<file path="config.mk">
export PLATFORM = sky130hd
export DESIGN_NAME = button_input_conditioner
export DESIGN_NICKNAME = d
export VERILOG_FILES = /design/src/rtl/button_input_conditioner.sv
export SDC_FILE = /design/constraint.sdc
export NUM_CORES = 1
export LEC_CHECK = 0
export ABC_CLOCK_PERIOD_IN_PS = 5200
export CAP_MARGIN = 20
export CORE_AREA = 5 5 163 165
export CTS_BUF_LIST = sky130_fd_sc_hd__clkbuf_16
export DETAILED_ROUTE_END_ITERATION = 12
export DIE_AREA = 0 0 168 170
export DONT_BUFFER_PORTS = 1
export HOLD_SLACK_MARGIN = 0.06
export PLACE_DENSITY = 0.48
export SYNTH_ARGS = -nofsm -noshare
export SYNTH_HDL_FRONTEND = slang
export SYNTH_SLANG_ARGS = --single-unit
export TNS_END_PERCENT = 50
</file>
<file path="constraint.sdc">
create_clock -name clk -period 5.2 [get_ports clk]
set_input_delay 0.52 -clock clk [delete_from_list [all_inputs] [get_ports clk]]
set_output_delay 0.52 -clock clk [all_outputs]
set_load 0.01 [all_outputs]
</file>
<file path="src/rtl/button_input_conditioner.sv">
// button_input_conditioner: per-button synchronize, debounce, single-pulse, auto-repeat and hold-level enables
module button_input_conditioner #(
  parameter int N_BTN = 4,
  parameter int DB_CYCLES = 250000,
  parameter int HOLD_CYCLES = 50000000,
  parameter int REPEAT_CYCLES = 10000000
) (
  input  logic             clk,
  input  logic             reset_n,
  input  logic [N_BTN-1:0] btn_in,
  output logic [N_BTN-1:0] DPBs,
  output logic [N_BTN-1:0] SCENs,
  output logic [N_BTN-1:0] MCENs,
  output logic [N_BTN-1:0] CCENs
);
  localparam int MAX_C = (DB_CYCLES > HOLD_CYCLES)
                         ? ((DB_CYCLES > REPEAT_CYCLES) ? DB_CYCLES : REPEAT_CYCLES)
                         : ((HOLD_CYCLES > REPEAT_CYCLES) ? HOLD_CYCLES : REPEAT_CYCLES);
  localparam int CNT_W = $clog2(MAX_C + 1);
  localparam logic [CNT_W-1:0] DB_LAST = CNT_W'(DB_CYCLES - 1);
  localparam logic [CNT_W-1:0] HOLD_LAST = CNT_W'(HOLD_CYCLES - 1);
  localparam logic [CNT_W-1:0] REP_LAST = CNT_W'(REPEAT_CYCLES - 1);
  typedef enum logic [2:0] {IDLE, DB_PRESS, PULSE, HELD, REPEAT, DB_RELEASE} state_t;
  for (genvar g = 0; g < N_BTN; g++) begin : g_btn
    state_t state, nxt;
    logic [CNT_W-1:0] cnt, cnt_nxt;
    logic s1, sync, rep, dpb, scen, mcen, ccen;
    always_ff @(posedge clk or negedge reset_n)
      if (!reset_n) begin
        {s1, sync, dpb, scen, mcen, ccen} <= '0;
        state <= IDLE;
        cnt <= '0;
      end else begin
        s1 <= btn_in[g];
        sync <= s1;
        state <= nxt;
        cnt <= cnt_nxt;
        dpb <= nxt inside {PULSE, HELD, REPEAT, DB_RELEASE};
        scen <= nxt == PULSE;
        mcen <= nxt == PULSE || rep;
        ccen <= nxt == REPEAT;
      end
    // Outputs are registered from next state, so every pulse lines up with the state it belongs to.
    always_comb begin
      nxt = state;
      cnt_nxt = cnt + CNT_W'(1);
      rep = 1'b0;
      case (state)
        IDLE: begin
          cnt_nxt = '0;
          nxt = sync ? DB_PRESS : IDLE;
        end
        DB_PRESS:
          if (!sync) nxt = IDLE;
          else if (cnt == DB_LAST) nxt = PULSE;
        PULSE: begin
          nxt = HELD;
          cnt_nxt = '0;
        end
        HELD:
          if (!sync) begin
            nxt = DB_RELEASE;
            cnt_nxt = '0;
          end else if (cnt == HOLD_LAST) begin
            nxt = REPEAT;
            cnt_nxt = '0;
            rep = 1'b1;
          end
        REPEAT:
          if (!sync) begin
            nxt = DB_RELEASE;
            cnt_nxt = '0;
          end else if (cnt == REP_LAST) begin
            cnt_nxt = '0;
            rep = 1'b1;
          end
        DB_RELEASE:
          if (sync) begin
            nxt = HELD;
            cnt_nxt = '0;
          end else if (cnt == DB_LAST) nxt = IDLE;
        default: begin
          nxt = IDLE;
          cnt_nxt = '0;
        end
      endcase
    end
    assign DPBs[g] = dpb;
    assign SCENs[g] = scen;
    assign MCENs[g] = mcen;
    assign CCENs[g] = ccen;
  end
endmodule

</file>
==> results.md, run 1 <==
- Finished Layout Cells: 1093
- Distinct cells, synth: 71
- Final setup viols: 0
- GRT Max-Usage Layer: met2
- CP max stage cell: or4_1
- Gr ovfl total: 0
- Clk_skew: 0.00686 ns
- Syn avg cell area: 9.53 µm²
- Comb power frac: 4.1%
- GRT Overall Usage: 11.0%
- Final Slew Violations: 0
- Pre-antenna DRT Iters: 4
- Row Count: 58
- Fin crit share: 50.1%
- Area fraction of the dominant cell type after synthesis: 47.5%
- M1 GR Usage: 14.4%
- Area contributors post-synth: dfrtp_1, xor2_1, nor2_1, xnor2_1, nand4_1
- Detailed Route WL: 15100 µm
- DRT antenna net count: 0
- Placed cell areas: 7550 µm²
- Minimum clock period: 2.61 ns
- #FFs+latches synth: 140
- NetSw: 0.000563 W
- Vias: 5320
- Dominant cell type by area after synthesis: dfrtp_1
- Clock buffer count from CTS: 17
- Clk sinks: 140
- Cts repair resizes: 0
- Reg2reg start: g_btn[0].cnt[0]
- Routed vias/inst: 4.87
- Seq/Total Area, Yosys: 47.5%
- Worst Tran Pin Value: 0.989 ns
- Power density over cell area: 295 nW/µm²
- Wirelength per Cell: 13.8 µm
- Vias in the first global route: 5253
- Detailed Place HPWL: 9760 µm
- RSZ-0062 raised after global routing: false
- Number of synthesized flops with an enable pin: 0
- Worst-Skew Late Latency: 0.42 ns
- Clk root buf: clkbuf_16
- CP endpoint kind: register
- # DRC: 0
- Initial Utilization: 29.6%
- Core ar.: 24900 µm²
- Met2 GRT Util: 17.7%
- Critical Path Start: g_btn[0].cnt[0]
- Initial antenna violation count: 1
- Final setup TNS: 0 ns
- Largest net degree at the start of global routing: 141
- Total of max-cap violations: 0
- Chip width: 168 µm
- Input/output buffers: 0
- Status: complete, no violations
- Sequential power share: 47.6%
- Delay-heaviest family, CP: simple AND/OR/NAND/NOR gates
- Worst reg-to-reg path cell count: 7
- Critical Path AT: 2.89 ns
- Vert. Die Dim: 170 µm
- WP buf/inv: 1
- Final hold vios: 0
- Ys flop type: dfrtp_1
- Crit Path Class: reg -> reg
- Switching share of power: 23.4%
- Placed Cells incl. Taps: 1059
- Asr flop ratio synth: 100%
- Crit path max fanout: 26
- Post-route cell area: 8150 µm²
- Gpl congestion: 0.770
- P&R area growth vs syn: 10.5%
- Achievable frequency: 0.384 GHz
- Top-count cell post-synth: dfrtp_1
- Largest stage delay, worst path: 0.67 ns
- Clock share of power: 48.3%
- Synth Cell Area: 7370 µm²
- Synth warn: 0
- Synthesized netlist cell count: 774
- Relative slew slack: 33.5%
- Clock Path Buffers: 2
- Layout cells sized above 1: 8.92%
- Synth top cells by count: dfrtp_1, nor2_1, xor2_1, nand2_1
- CP required: 5.48 ns
- CP Launch Type: register
- IO Pins: 22
- Pwr Total: 0.00241 W
- Starting DRT DRC Count: 328
- Nets: 760
- Hold crit path type: in -> async
- Clock slew at reported path FFs: 0.06 ns
- H-tree lvl count: 4
- Internal power: 0.00184 W
- First-pass GRT wire length: 26100 µm
- Crit path depth: 7
- Post-CTS Hold Buffers: 1
- CP Cell Sequence: ha_1 > and3_2 > nand4b_4 > or4_1 > a311oi_4 > buf_4 > nor2b_1
- Post-CTS setup buffer count: 0
- Max IR drop VDD: 0.000216 V
- Synthesized net count: 784
- Met3 usage: 3.02%
- CTS tree: done
- Die Area: 28600 µm²
- Leakage: 3.43 nW
power groups by stage:
stage | clock, W | sequential [W] | combinational [W]
finish | 0.00116 | 0.00115 | 0.0000988
detailed placement | 0 | 0.00116 | 0.0000772
global placement | 0 | 0.00116 | 0.0000773
CTS | 0.00121 | 0.00115 | 0.000103
floorplan | 0 | 0.00115 | 0.0000707
global route | 0.00125 | 0.00115 | 0.000116
logic make-up after synthesis:
logic type               after synthesis  share of synthesized area (%)
AND/OR/NAND/NOR                      410                           29.8
flip-flops                           140                           47.5
XOR/XNOR                              96                           11.4
buffers and inverters                 66                           4.50
AO/OA/AOI/OAI                         57                           5.96
adder cells (fa/ha/maj)                4                          0.679
multiplexers                           1                          0.136
layout make-up:
cell class / count / area [µm²]
Timing Repair Buffer: 7 / 70.1
Clock inverter: 14 / 133
Tap cell: 330 / 413
Inverter: 16 / 60.1
Sequential cell: 140 / 3500
Clock buffer: 17 / 425
Multi-Input combinational cell: 568 / 3540
Antenna cell: 1 / 2.50
Fill cell: 2540 / 16700
flip-flops by register name (all words and copies together), names as in the netlist:
register     count
g_btn.scen       4
g_btn.state     12
g_btn.s1         4
g_btn.cnt      104
g_btn.ccen       4
g_btn.sync       4
g_btn.dpb        4
g_btn.mcen       4
stage by stage:
stage                     setup slack, ns  hold WS (ns)  util [%]
after floorplan                      2.84         0.224         -
after CTS                            2.57        0.0983      32.7
after global placement               2.58         0.231      30.3
after global routing                 2.37        0.0959      32.7
final                                2.59         0.102      32.7
after detailed placement             2.58         0.233      30.3
worst paths after layout:
check / end / slack, ns
worst max-delay path: g_btn[0].cnt[1] / 2.59
worst min-delay path: g_btn[3].cnt[12] / 0.10
worst max register to register: g_btn[0].cnt[1] / 2.59
worst min register to register: g_btn[2].sync / 0.35
max in group asynchronous: g_btn[2].dpb / 4.60
min in group clk: g_btn[1].s1 / 0.13
placed cells by master, fill, tap and decap left out, types with 20 or more instances in the layout:
| cell type | count |
|---|---|
| nand3_1 | 44 |
| dfrtp_1 | 140 |
| and3_1 | 25 |
| xnor2_1 | 33 |
| xor2_1 | 63 |
| nand4_1 | 44 |
| nor3_1 | 26 |
| nand2_1 | 45 |
| nor2_1 | 118 |
| nor2_2 | 20 |
metal layers:
layer  wire length [µm]  vias up
met5                  0        -
met4                191        0
met3                426       14
met2               7020       44
met1               7410     2600
li1                   -     2662
(Power assumes the default switching activity.)
==> run 2: changes to the inputs <==
- ABC_CLOCK_PERIOD_IN_PS: 5200 -> 2100
- PLACE_DENSITY: 0.48 -> 0.5
- clock period: 5.2 -> 2.1 ns (I/O delays scaled with it)
==> results.md, run 2 (synthesis gave the netlist of run 1 again) <==
- Met2 wire length: 7320 µm (was 7020 µm)
- Delay-heaviest family, CP: simple AND/OR/NAND/NOR gates (unchanged)
- Fillcell total: 2475 (was 2540)
- Largest net degree at the start of global routing: 141 (unchanged)
- Post-CTS Hold Buffers: 4 (was 1)
- ANT cells: 0 (was 1)
- Chip width: 168 µm (unchanged)
- Starting DRT DRC Count: 433 (was 328)
- Final setup viols: 17 (was 0)
- Clock Path Buffers: 2 (unchanged)
- Largest regs: g_btn.cnt: 104 flops, g_btn.state: 12 flops (unchanged)
- Detailed Place HPWL: 10600 µm (was 9760 µm)
- Power density over cell area: 705 nW/µm² (was 295 nW/µm²)
- Max IR drop VDD: 0.000568 V (was 0.000216 V)
- First-pass GRT wire length: 27600 µm (was 26100 µm)
- Reg2reg start: g_btn[0].cnt[8] (was g_btn[0].cnt[0])
- CP required: 2.41 ns (was 5.48 ns)
- Pwr Total: 0.00633 W (was 0.00241 W)
- IO Pins: 22 (unchanged)
- Min Hold Slack: -0.498 ns (was 0.102 ns)
- Final hold vios: 140 (was 0)
- Multi-input logic area: 3620 µm² (was 3540 µm²)
- Clk_skew: 0.0118 ns (was 0.00686 ns)
- Most common cell after layout, fill and taps aside: dfrtp_1 (unchanged)
- Final setup TNS: -0.297 ns (was 0 ns)
- Placed cell areas: 8150 µm² (was 7550 µm²)
- Row Count: 58 (unchanged)
- Top Layer Used: met4 (unchanged)
- Post-route cell area: 8980 µm² (was 8150 µm²)
- Failing checks: hold timing, setup timing
- Wire length on met1: 7880 µm (was 7410 µm)
- Max reg flops: 104 (unchanged)
- Hold crit path type: in -> async (unchanged)
- Final Slew Violations: 0 (unchanged)
- Register Area: 3500 µm² (unchanged)
- Dpl ws: -0.0969 ns (was 2.58 ns)
- Gpl congestion: 0.784 (was 0.770)
- Leakage: 3.89 nW (was 3.43 nW)
- Clock slew at reported path FFs: 0.06 ns (about the same)
- Wirelength per Cell: 13.6 µm (was 13.8 µm)
- Final setup margin: -0.0277 ns (was 2.59 ns)
- RSZ-0062 raised after global routing: true (was false)
- Gr ovfl total: 0 (unchanged)
- Clock buffer count from CTS: 17 (unchanged)
- Largest Register: g_btn.cnt (unchanged)
- Util after Layout: 36.1% (was 32.7%)
- Crit Path Class: reg -> reg (unchanged)
- CTS tree: done (unchanged)
- Routed vias/inst: 4.75 (was 4.87)
- Total of max-cap violations: 0 (unchanged)
- Vias in the first global route: 5637 (was 5253)
- Worst reg-to-reg path cell count: 7 (unchanged)
- Nets: 841 (was 760)
- Input/output buffers: 0 (unchanged)
- Met3 wire length: 468 µm (was 426 µm)
- P&R area growth vs syn: 21.8% (was 10.5%)
- # DRC: 0 (unchanged)
- Commonest cells after routing, fill and taps aside: dfrtp_1, nor2_1, buf_4 (was dfrtp_1, nor2_1, xor2_1)
- Reg2reg setup slack: -0.03 ns (was 2.59 ns)
- Vias: 5562 (was 5320)
- Largest stage delay, worst path: 0.49 ns (was 0.67 ns)
- WP buf/inv: 2 (was 1)
- Crit path max fanout: 9 (was 26)
- Fin crit share: 101% (was 50.1%)
- Vert. Die Dim: 170 µm (unchanged)
- Minimum clock period: 2.13 ns (was 2.61 ns)
- Initial Utilization: 29.6% (unchanged)
- Initial antenna violation count: 0 (was 1)
- Clk sinks: 140 (unchanged)
- Core ar.: 24900 µm² (unchanged)
- CP endpoint kind: register (unchanged)
- Worst-Skew Late Latency: 0.42 ns (about the same)
- Relative slew slack: 64.1% (was 33.5%)
- Layout cells sized above 1: 19.0% (was 8.92%)
- CP max stage cell: or4b_4 (was or4_1)
- GRT Overall Usage: 11.6% (was 11.0%)
- Die Area: 28600 µm² (unchanged)
- CP Launch Type: register (unchanged)
- Detailed Route WL: 15900 µm (was 15100 µm)
- DRT antenna net count: 0 (unchanged)
- Worst Tran Pin Value: 0.535 ns (was 0.989 ns)
- CP Cell Sequence: nor3b_2 > or4b_4 > o311a_4 > a311oi_4 > buf_4 > buf_16 > nor2_2 (was ha_1 > and3_2 > nand4b_4 > or4_1 > a311oi_4 > buf_4 > nor2b_1)
- Endpoint of the worst-slack reg-to-reg timing path: g_btn[0].cnt[12] (was g_btn[0].cnt[1])
- Pre-antenna DRT Iters: 4 (unchanged)
- Achievable frequency: 0.470 GHz (was 0.384 GHz)
- Clk root buf: clkbuf_16 (unchanged)
- Status: finished with violations (was complete, no violations)
- Critical Path AT: 2.44 ns (was 2.89 ns)
- H-tree lvl count: 4 (unchanged)
-- run 2: cell types whose count changed in the layout (fill, tap and decap cells not counted), sizes merged --
cell / change
diode: -1
bufinv: +3
buf: +76
inv: -1
clkbuf: +1
clkinv: -4
dlygate4sd3: +4
clkinvlp: +1
-- run 2: area by class of cell --
cell class	count	share of cell area (%)
tap	330	4.60
multi-input combinational	568	40.3
inverter	16	0.669
clock buffer	17	4.74
timing repair buffer	88	8.43
sequential	140	39.0
clock inverter	13	2.22
-- run 2: worst register-to-register path: stages (launching register included) --
cell and delay (ns):
dfrtp_1 0.39, nor3b_2 0.20, or4b_4 0.49, o311a_4 0.33
a311oi_4 0.23, buf_4 0.20, buf_16 0.14, nor2_2 0.04
-- run 2: metal layers --
layer / track usage (%) / vias up
met4: 4.09 / 0
met2: 18.3 / 71
met5: 0 / -
met3: 2.56 / 22
li1: - / 2807
met1: 15.9 / 2662
-- run 2: what timing repair did --
item / 4_1_cts / 5_1_grt
endpoints found under the setup margin: 26 / 84
gates resized for setup: 3 / 18
buffers inserted: 1 / 2
pin swaps: 1 / 6
hold endpoints to repair: 144 / 140
gates cloned: 1 / 1
-- run 2: stage by stage --
stage | std cells | hold WS [ns]
floorplan | 774 | -0.0856
global placement | 1133 | -0.0697
detailed placement | 1133 | -0.0690
CTS | 1169 | -0.522
global route | 1172 | -0.526
finish | 1172 | -0.498
-- run 2: worst max path at each step --
stage / start / to / slack, ns / depth (start not counted)
after floorplan: g_btn[0].cnt[0] / g_btn[0].cnt[15] / -0.15 / 8
after global placement: g_btn[0].cnt[11] / g_btn[0].cnt[24] / -0.05 / 6
after detailed placement: g_btn[0].cnt[11] / g_btn[0].cnt[24] / -0.1 / 6
after CTS: g_btn[0].cnt[1] / g_btn[0].cnt[2] / -0.09 / 8
after global routing: g_btn[0].cnt[8] / g_btn[0].cnt[13] / -0.11 / 7
final: g_btn[0].cnt[8] / g_btn[0].cnt[12] / -0.03 / 7
-- run 2: report_power, final --
| part | internal (W) | switching (W) | total, W |
|---|---|---|---|
| Combinational | 0.000146 | 0.000136 | 0.000282 |
| Clock | 0.00208 | 0.00114 | 0.00322 |
| Sequential | 0.00276 | 0.0000661 | 0.00283 |
